--- config.mk ---
export PLATFORM = sky130hd
export DESIGN_NAME = r_ctrl_sequencer
export DESIGN_NICKNAME = d
export VERILOG_FILES = /design/src/rtl/r_ctrl_sequencer.sv
export SDC_FILE = /design/constraint.sdc
export NUM_CORES = 1
export LEC_CHECK = 0
export BUFFER_PORTS_ARGS = -buffer_cell sky130_fd_sc_hd__buf_2
export CORE_MARGIN = 5
export CORE_UTILIZATION = 49
export DETAILED_ROUTE_END_ITERATION = 8
export PLACE_DENSITY_LB_ADDON = 0.25
export SLEW_MARGIN = 5
export SYNTH_ARGS = -nofsm -noshare
export SYNTH_HDL_FRONTEND = slang
export SYNTH_SLANG_ARGS = --single-unit
--- constraint.sdc ---
create_clock -name clk -period 2.85 [get_ports clk]
set_clock_uncertainty 0.2 [all_clocks]
set_input_delay 0.7125 -clock clk [delete_from_list [all_inputs] [get_ports clk]]
set_output_delay 0.7125 -clock clk [all_outputs]
set_load 0.005 [all_outputs]
--- src/rtl/r_ctrl_sequencer.sv ---
// r_ctrl_sequencer: expands one accepted activation beat into read-line control beats (one beat, or bit-planes in mode 011).
// Latency: first output beat valid the cycle after acceptance; serial planes advance one per output handshake.
// Backpressure: outputs hold while out_valid && !out_ready; in_ready only in IDLE or on the final-beat handshake.
// Optional macro RCTRL_ZERO_SKIP_EN: serial mode skips planes whose bit is 0 in every channel (plane AW-1 always sent).
module r_ctrl_sequencer #(
  parameter int CH = 8,
  parameter int AW = 8
) (
  input  logic                  clk,
  input  logic                  rst_n,
  input  logic                  in_valid,
  output logic                  in_ready,
  input  logic [2:0]            mode,
  input  logic [CH-1:0]         zero,
  input  logic [CH-1:0]         neg,
  input  logic [CH*AW-1:0]      act,
  output logic                  out_valid,
  input  logic                  out_ready,
  output logic [CH*AW-1:0]      r_ctrl,
  output logic [CH*AW-1:0]      r_ctrl_b,
  output logic [$clog2(AW)-1:0] out_plane,
  output logic                  out_last
);

  localparam int              PW          = $clog2(AW);
  localparam int              W           = CH * AW;
  localparam logic [PW-1:0]   LAST_PLANE  = PW'(AW - 1);
  localparam logic [2:0]      MODE_SERIAL = 3'b011;

  typedef enum logic [1:0] {IDLE, EMIT, SERIAL} state_t;

  state_t          state_q, state_d;
  logic [2:0]      mode_q;
  logic [CH-1:0]   zero_q, neg_q;
  logic [W-1:0]    act_q;
  logic [PW-1:0]   plane_q, plane_first, plane_next;
  logic            accept, out_hs, last_hs;

  assign out_hs   = out_valid && out_ready;
  assign last_hs  = out_hs && out_last;
  // Reset gates in_ready so nothing is accepted while rst_n is low.
  assign in_ready = rst_n && ((state_q == IDLE) || last_hs);
  assign accept   = in_valid && in_ready;

`ifdef RCTRL_ZERO_SKIP_EN
  // Bit k is set when any channel has activation bit k set; top plane always present.
  function automatic logic [AW-1:0] plane_mask(input logic [W-1:0] a);
    logic [AW-1:0] m;
    m = '0;
    for (int c = 0; c < CH; c++) m = m | a[c*AW +: AW];
    m[AW-1] = 1'b1;
    return m;
  endfunction

  logic [AW-1:0] in_mask, q_mask;
  assign in_mask = plane_mask(act);
  assign q_mask  = plane_mask(act_q);

  // Lowest populated plane of the incoming beat, and next populated plane above the current one.
  always_comb begin
    plane_first = LAST_PLANE;
    plane_next  = LAST_PLANE;
    for (int k = AW - 2; k >= 0; k--) begin
      if (in_mask[k]) plane_first = PW'(k);
      if (q_mask[k] && (k > int'(plane_q))) plane_next = PW'(k);
    end
  end
`else
  // Every plane is emitted in order starting from plane 0.
  always_comb begin
    plane_first = '0;
    plane_next  = plane_q + 1'b1;
  end
`endif

  // State register.
  always_ff @(posedge clk) begin
    if (!rst_n) state_q <= IDLE;
    else        state_q <= state_d;
  end

  // Next state: a new accept wins over returning to IDLE so back-to-back ops have no bubble.
  always_comb begin
    state_d = state_q;
    if (accept)       state_d = (mode == MODE_SERIAL) ? SERIAL : EMIT;
    else if (last_hs) state_d = IDLE;
  end

  // Capture the operation on acceptance; step the plane on each non-final serial handshake.
  always_ff @(posedge clk) begin
    if (!rst_n) begin
      mode_q  <= '0;
      zero_q  <= '0;
      neg_q   <= '0;
      act_q   <= '0;
      plane_q <= '0;
    end else if (accept) begin
      mode_q  <= mode;
      zero_q  <= zero;
      neg_q   <= neg;
      act_q   <= act;
      plane_q <= (mode == MODE_SERIAL) ? plane_first : '0;
    end else if ((state_q == SERIAL) && out_hs && !out_last) begin
      plane_q <= plane_next;
    end
  end

  // Output decode purely from registered state, so outputs are stable during stalls.
  always_comb begin
    out_valid = 1'b0;
    out_last  = 1'b0;
    out_plane = '0;
    r_ctrl    = '0;
    r_ctrl_b  = '0;
    case (state_q)
      EMIT: begin
        out_valid = 1'b1;
        out_last  = 1'b1;
        for (int c = 0; c < CH; c++) begin
          if ((mode_q == 3'b000) || (mode_q == 3'b001)) begin
            if (zero_q[c]) begin
              r_ctrl[c*AW +: AW]   = '0;
              r_ctrl_b[c*AW +: AW] = '0;
            end else if (neg_q[c]) begin
              r_ctrl_b[c*AW +: AW] = '1;
            end else begin
              r_ctrl[c*AW +: AW]   = '1;
            end
          end else begin
            r_ctrl_b[c*AW +: AW] = act_q[c*AW +: AW];
            r_ctrl[c*AW +: AW]   = ~act_q[c*AW +: AW];
          end
        end
      end
      SERIAL: begin
        out_valid = 1'b1;
        out_last  = (plane_q == LAST_PLANE);
        out_plane = plane_q;
        for (int c = 0; c < CH; c++) begin
          r_ctrl_b[c*AW +: AW] = {AW{act_q[c*AW + int'(plane_q)]}};
          r_ctrl[c*AW +: AW]   = {AW{~act_q[c*AW + int'(plane_q)]}};
        end
      end
      default: ;
    endcase
  end

endmodule
==> out/results.tsv, run 1 <==
stage	metric	value	unit
run_status	status	completed	
final_layout	most frequent cells in the layout	220 x buf_2, 82 x a22o_1, 82 x dfxtp_1, 74 x nor2_1, 69 x nand2_1	
grt	first-pass GRT wire length	26500	um
cts	H-Tree Depth	3	
final_layout	fillers	874	
critical_path	FF-to-FF setup slack	240	ps
power	Max VDD drop	0.279	mV
sta	max frequency	0.357	GHz
grt	largest net degree at the start of global routing	84	
power	Clock Power Share	0.302	
die	core area	0.0104	mm^2
placed_design	dpl hpwl	12100	um
cts	Sink Count	87	
die	full die area	0.0129	mm^2
power	PD cells	442	mW/mm^2
cts	clk slew on worst S/H paths	80	ps
critical_path	Crit Path Category	register to primary output	
die	I/O pin total	221	
die	die width	114	um
power	total power	3.03	mW
final_layout	final core occ	0.659	
final_layout	most common cell after layout, fill and taps aside	buf_2	
routing	routed vias/inst	5.82	
cts	CTS buffer count	9	
routing	via count	5565	
power	Comb power frac	0.236	
critical_path	reg-to-reg endpoint	act_q[50]	
logic_synthesis	post-synthesis instance total	609	
grt	initial antenna violation count	0	
die	Starting Density	0.506	
grt	total global-route track usage	0.248	
min_path	class of the worst hold path	register to register	
cts	Clock Latency Late Sink	350	ps
final_layout	Final #Nets	909	
critical_path	Req. time, crit path	1940	ps
routing	DRC viols	0	
routing	antenna-violating nets left	0	
logic_synthesis	Netlist cell types	33	
critical_path	Reg2Reg Depth	7	
critical_path	Setup crit start kind	register	
routing	Routed WL	16800	um
logic_synthesis	EDFF count, synth	0	
grt	number of global-route vias before repair	5383	
logic_synthesis	Syn Area/Cell	8.66	um^2
critical_path	crit path to	r_ctrl_b[1]	
final_layout	Area growth syn-to-layout	30.2	%
critical_path	WP data arrival	1890	ps
sta	final setup violation count	0	
power	Sw Share	0.303	
logic_synthesis	syn_nets	701	
logic_synthesis	synth warn	0	
cts	Clock Root Buffer	clkbuf_8	
placed_design	Port Buffers	220	
routing	Routed wire per std cell	17.6	um
sta	final worst path period share	0.984	
critical_path	CP Capture Type	primary output	
grt	grt ovf	0	
sta	Final Max Slew Viols	0	
placed_design	Placer Congestion	0.893	
critical_path	CP max FO	8	
sta	Final Hold Fails	0	
die	Die Ht	114	um
logic_synthesis	Yosys reg bits	87	
power	Leakage	3.70	nW
cts	CTS tree	done	
cts	Clock Tree Buf Depth	2	
routing	Initial DRC Count	651	
power	Seq pwr share	0.462	
sta	hold_ws	306	ps
power	Power Internal	2.11	mW
logic_synthesis	async set-reset flop share out of synthesis	0	
routing	DRT Pass-1 Iters	6	
logic_synthesis	Post-synth top flop	dfxtp_1	
logic_synthesis	Syn Std Cell Area	0.00528	mm^2
critical_path	CP startpoint	state_q[1]	
die	Placement Rows	37	
final_layout	layout cells sized above 1	0.394	
sta	Slew HR	0.270	
final_layout	Ant. Diodes	0	
sta	actual slew at the worst max-slew pin	1090	ps
sta	Tmin final	2800	ps
logic_synthesis	Seq/Total Area, Yosys	0.330	
critical_path	reg-to-reg critical path startpoint	state_q[1]	
power	Net Switching	0.921	mW
flow_run	MaxCap Viol Count	0	
sta	RSZ-0062 raised after global routing	yes	
[final cells by class]
type / instances / area [um^2] / area share
Timing Repair Buffer: 240 / 1310 / 0.190
Sequential cell: 87 / 1750 / 0.255
Clock buffer: 10 / 128 / 0.0186
Inverter: 2 / 7.51 / 0.00109
Tap cell: 136 / 170 / 0.0248
Clock inverter: 4 / 72.6 / 0.0106
Multi-Input combinational cell: 477 / 3430 / 0.500
[sequential cells by signal, summed over array words and instances (netlist names)]
signal   cells
act_q       64
plane_q      3
state_q      2
neg_q        8
zero_q       8
mode_q       2
[metrics by stage]
step	setup WS [ps]	cells	setup TNS, ps	instance area, um^2
2_1_floorplan	305	609	0	5280
3_3_place_gp	169	940	0	6420
3_5_place_dp	119	940	0	6420
4_1_cts	-38.7	954	-1440	6690
5_1_grt	-26.5	956	-392	6870
6_report	45.1	956	0	6870
[routing by layer]
layer,share of wire,vias to the layer above,track usage
met5,0,-,0
met4,0.019,0,0.0745
met3,0.075,33,0.0324
met2,0.48,270,0.417
met1,0.43,2634,0.331
li1,-,2628,-
[cell usage after synthesis (2+ instances only)]
| cell | number | share of area |
|---|---|---|
| buf_6 | 10 | 0.021 |
| inv_1 | 2 | 0.0014 |
| a22oi_2 | 16 | 0.038 |
| o21ai_2 | 8 | 0.013 |
| o21ai_0 | 65 | 0.062 |
| and2_1 | 9 | 0.011 |
| buf_4 | 2 | 0.0028 |
| a21oi_4 | 8 | 0.025 |
| nand2_1 | 69 | 0.049 |
| o21a_1 | 9 | 0.013 |
| a22o_1 | 82 | 0.14 |
| a21o_1 | 65 | 0.093 |
| nor2_1 | 75 | 0.053 |
| nand3_2 | 8 | 0.015 |
| dfxtp_1 | 87 | 0.33 |
| nand3_1 | 2 | 0.0019 |
| clkbuf_1 | 15 | 0.011 |
| nor2b_1 | 13 | 0.015 |
| buf_8 | 2 | 0.0057 |
| ha_1 | 5 | 0.012 |
| mux2i_1 | 34 | 0.065 |
| buf_2 | 12 | 0.011 |
[critical path, cell delays in order, from the launching register on]
cell and delay [ps]:
dfxtp_2 340, inv_1 80, ha_4 310, and2_4 170, buf_8 170, o21ai_4 110
o21ai_0 210, buf_2 150
[kinds of logic after synthesis]
family          Yosys count  share of synthesized area
simple gates            179                      0.149
fa+ha+maj                 5                     0.0119
buf+inv                  45                     0.0555
xor+xnor                  1                    0.00166
flops                    87                      0.330
mux                      34                     0.0645
compound gates          258                      0.387
[worst min path at each step]
stage               startpoint        to  slack (ps)  depth (start not counted)
detailed placement    neg_q[1]  neg_q[1]         280                          1
global route          neg_q[1]  neg_q[1]         320                          1
finish                neg_q[3]  neg_q[3]         310                          1
floorplan             neg_q[7]  neg_q[7]         260                          1
global placement      neg_q[5]  neg_q[5]         270                          1
CTS                   neg_q[1]  neg_q[1]         300                          1
[power groups by stage]
stage                     Combinational [mW]  Clock [mW]  Sequential (mW)
after global placement                 0.640           0             1.42
after floorplan                        0.443           0             1.40
after CTS                              0.676       0.922             1.40
final                                  0.716       0.915             1.40
after global routing                   0.784       0.982             1.42
after detailed placement               0.656           0             1.43
[what timing repair did]
action	CTS	global route
pin swaps	0	9
buffers inserted	0	2
resized for setup	29	74
endpoints found under the hold margin	0	0
setup endpoints to repair	128	129
hold buffers	0	0
Note: power is estimated with default switching activity, not from simulation.
==> run 2: changes to the inputs <==
- CORE_UTILIZATION: 49 -> 50
- CTS_BUF_LIST: default -> sky130_fd_sc_hd__clkbuf_8
- PLACE_DENSITY: default -> 0.83
- PLACE_DENSITY_LB_ADDON: 0.25 -> default
==> out/results.tsv, run 2 (synthesis gave the netlist of run 1 again) <==
stage	metric	value	unit
critical_path	Req. time, crit path	1940	ps
critical_path	WP data arrival	1910	ps
grt	largest net degree at the start of global routing	84	
power	Net Switching	0.959	mW
critical_path	Top delay family on crit path	compound AO/OA/AOI/OAI gates	
grt	met1 Resource Use GR	0.322	
grt	M2 GR Usage	0.446	
placed_design	placed cells	944	
critical_path	CP Capture Type	primary output	
grt	number of global-route vias before repair	5578	
final_layout	final core occ	0.681	
power	Clock Power Share	0.268	
routing	Routed WL	17200	um
power	Comb power frac	0.253	
final_layout	fillers	838	
die	die width	113	um
grt	grt ovf	0	
power	Sw Share	0.326	
sta	Final Hold Fails	0	
final_layout	most frequent cells in the layout	220 x buf_2, 82 x a22o_1, 82 x dfxtp_1, 74 x nor2_1, 68 x nand2_1	
sta	final worst path period share	0.991	
final_layout	most common cell after layout, fill and taps aside	buf_2	
placed_design	worst slack, placed	204	ps
grt	gr busiest metal	met2	
final_layout	layout cells sized above 1	0.407	
die	core area	0.0103	mm^2
final_layout	Final #Nets	913	
routing	DRT Pass-1 Iters	7	
critical_path	critical-path cell list	buf_8, mux2i_1, a22oi_2, a21oi_4, a21o_1, buf_2	
power	Power Internal	1.98	mW
power	Leakage	3.74	nW
cts	Clock Latency Late Sink	350	ps
sta	post-route setup slack	24.7	ps
sta	RSZ-0062 raised after global routing	yes	
die	Placement Rows	37	
cts	Sink Count	87	
sta	actual slew at the worst max-slew pin	1080	ps
cts	CTS tree	done	
min_path	class of the worst hold path	register to register	
power	Max VDD drop	0.224	mV
routing	routed vias/inst	5.81	
final_layout	Area growth syn-to-layout	33.2	%
cts	H-Tree Depth	3	
critical_path	Crit Path Category	register to primary output	
routing	Routed wire per std cell	17.9	um
routing	Initial DRC Count	625	
critical_path	CP max FO	10	
flow_run	MaxCap Viol Count	0	
sta	Final Max Slew Viols	0	
routing	via count	5594	
die	I/O pin total	221	
grt	total global-route track usage	0.257	
final_layout	Layout Cells excl Fill	962	
critical_path	Buf/Inv on CP	2	
final_layout	max FFs per register	64	
run_status	status	completed	
final_layout	Final Cell Area	0.00703	mm^2
die	Starting Density	0.511	
placed_design	Placer Congestion	0.891	
final_layout	Ant. Diodes	0	
die	Die Ht	113	um
power	PD cells	419	mW/mm^2
placed_design	Post-Place Cell Area	0.00648	mm^2
routing	DRC viols	0	
placed_design	Port Buffers	220	
critical_path	CP peak stage delay	400	ps
placed_design	dpl hpwl	12500	um
grt	initial antenna violation count	0	
sta	Slew HR	0.281	
cts	CTS buffer count	9	
final_layout	Most flops, register	act_q	
critical_path	Setup crit start kind	register	
sta	final setup violation count	0	
sta	Tmin final	2830	ps
power	Seq pwr share	0.479	
cts	Clock Root Buffer	clkbuf_8	
die	full die area	0.0127	mm^2
cts	Clock Tree Buf Depth	2	
grt	global routing met3 resource utilization	0.0503	
sta	max frequency	0.354	GHz
cts	clk slew on worst S/H paths	90	ps
critical_path	CP max stage cell	dfxtp_4	
routing	antenna-violating nets left	0	
final_layout	biggest regs	act_q: 64 flops, neg_q: 8 flops, zero_q: 8 flops	
grt	first-pass GRT wire length	27300	um
[run 2: cell types whose count changed in the layout (fill, tap and decap cells not counted), sizes merged]
| cell | previous run | this run |
|---|---|---|
| buf | 240 | 244 |
| bufinv | 2 | 0 |
| clkinvlp | 1 | 3 |
| inv | 2 | 4 |
[run 2: layout make-up]
class,count,area (um^2),area share
multi-input cells,477,3530,0.503
flip-flops and latches,87,1750,0.249
repair buffers,244,1390,0.198
well taps,136,170,0.0242
clock buffers,10,138,0.0196
clock inverters,6,38.8,0.00552
inverters,2,7.51,0.00107
[run 2: path summary, 6_finish.rpt]
path	from	to	slack [ps]	depth (start not counted)
hold / removal	neg_q[0]	neg_q[0]	300	1
hold reg to reg	neg_q[0]	neg_q[0]	300	1
setup reg to reg	plane_q[1]	act_q[5]	290	6
setup / recovery	plane_q[0]	r_ctrl[18]	20	6
[run 2: repair_timing]
item	in CTS	in global routing
buffers inserted	1	1
pin swaps	2	8
hold endpoints to repair	0	0
gates resized for setup	44	68
endpoints found under the setup margin	128	128
hold buffers	0	0
[run 2: metal layers]
metal	part of all wire	wire, um
met4	0.015	260
met2	0.49	8490
met1	0.41	7080
met5	0	0
met3	0.081	1390
[run 2: stage by stage]
| step | total power, mW | hold WS (ps) | TNS [ps] |
|---|---|---|---|
| floorplan | 1.84 | 257 | 0 |
| global placement | 2.08 | 272 | 0 |
| detailed placement | 2.11 | 276 | 0 |
| CTS | 2.90 | 305 | -10.3 |
| global route | 3.08 | 324 | -733 |
| finish | 2.94 | 299 | 0 |
[run 2: power groups by stage]
stage / sequential, mW / combinational, mW / clock [mW]
finish: 1.41 / 0.745 / 0.789
global route: 1.42 / 0.813 / 0.843
CTS: 1.40 / 0.701 / 0.791
detailed placement: 1.43 / 0.677 / 0
global placement: 1.43 / 0.655 / 0
floorplan: 1.40 / 0.443 / 0
[run 2: worst reg2reg max path: stages (launching register included)]
cell     delay [ps]
dfxtp_4         420
ha_1            170
ha_1            220
a21oi_2          90
nor2_1          220
o21ba_4         820
a22o_1          380
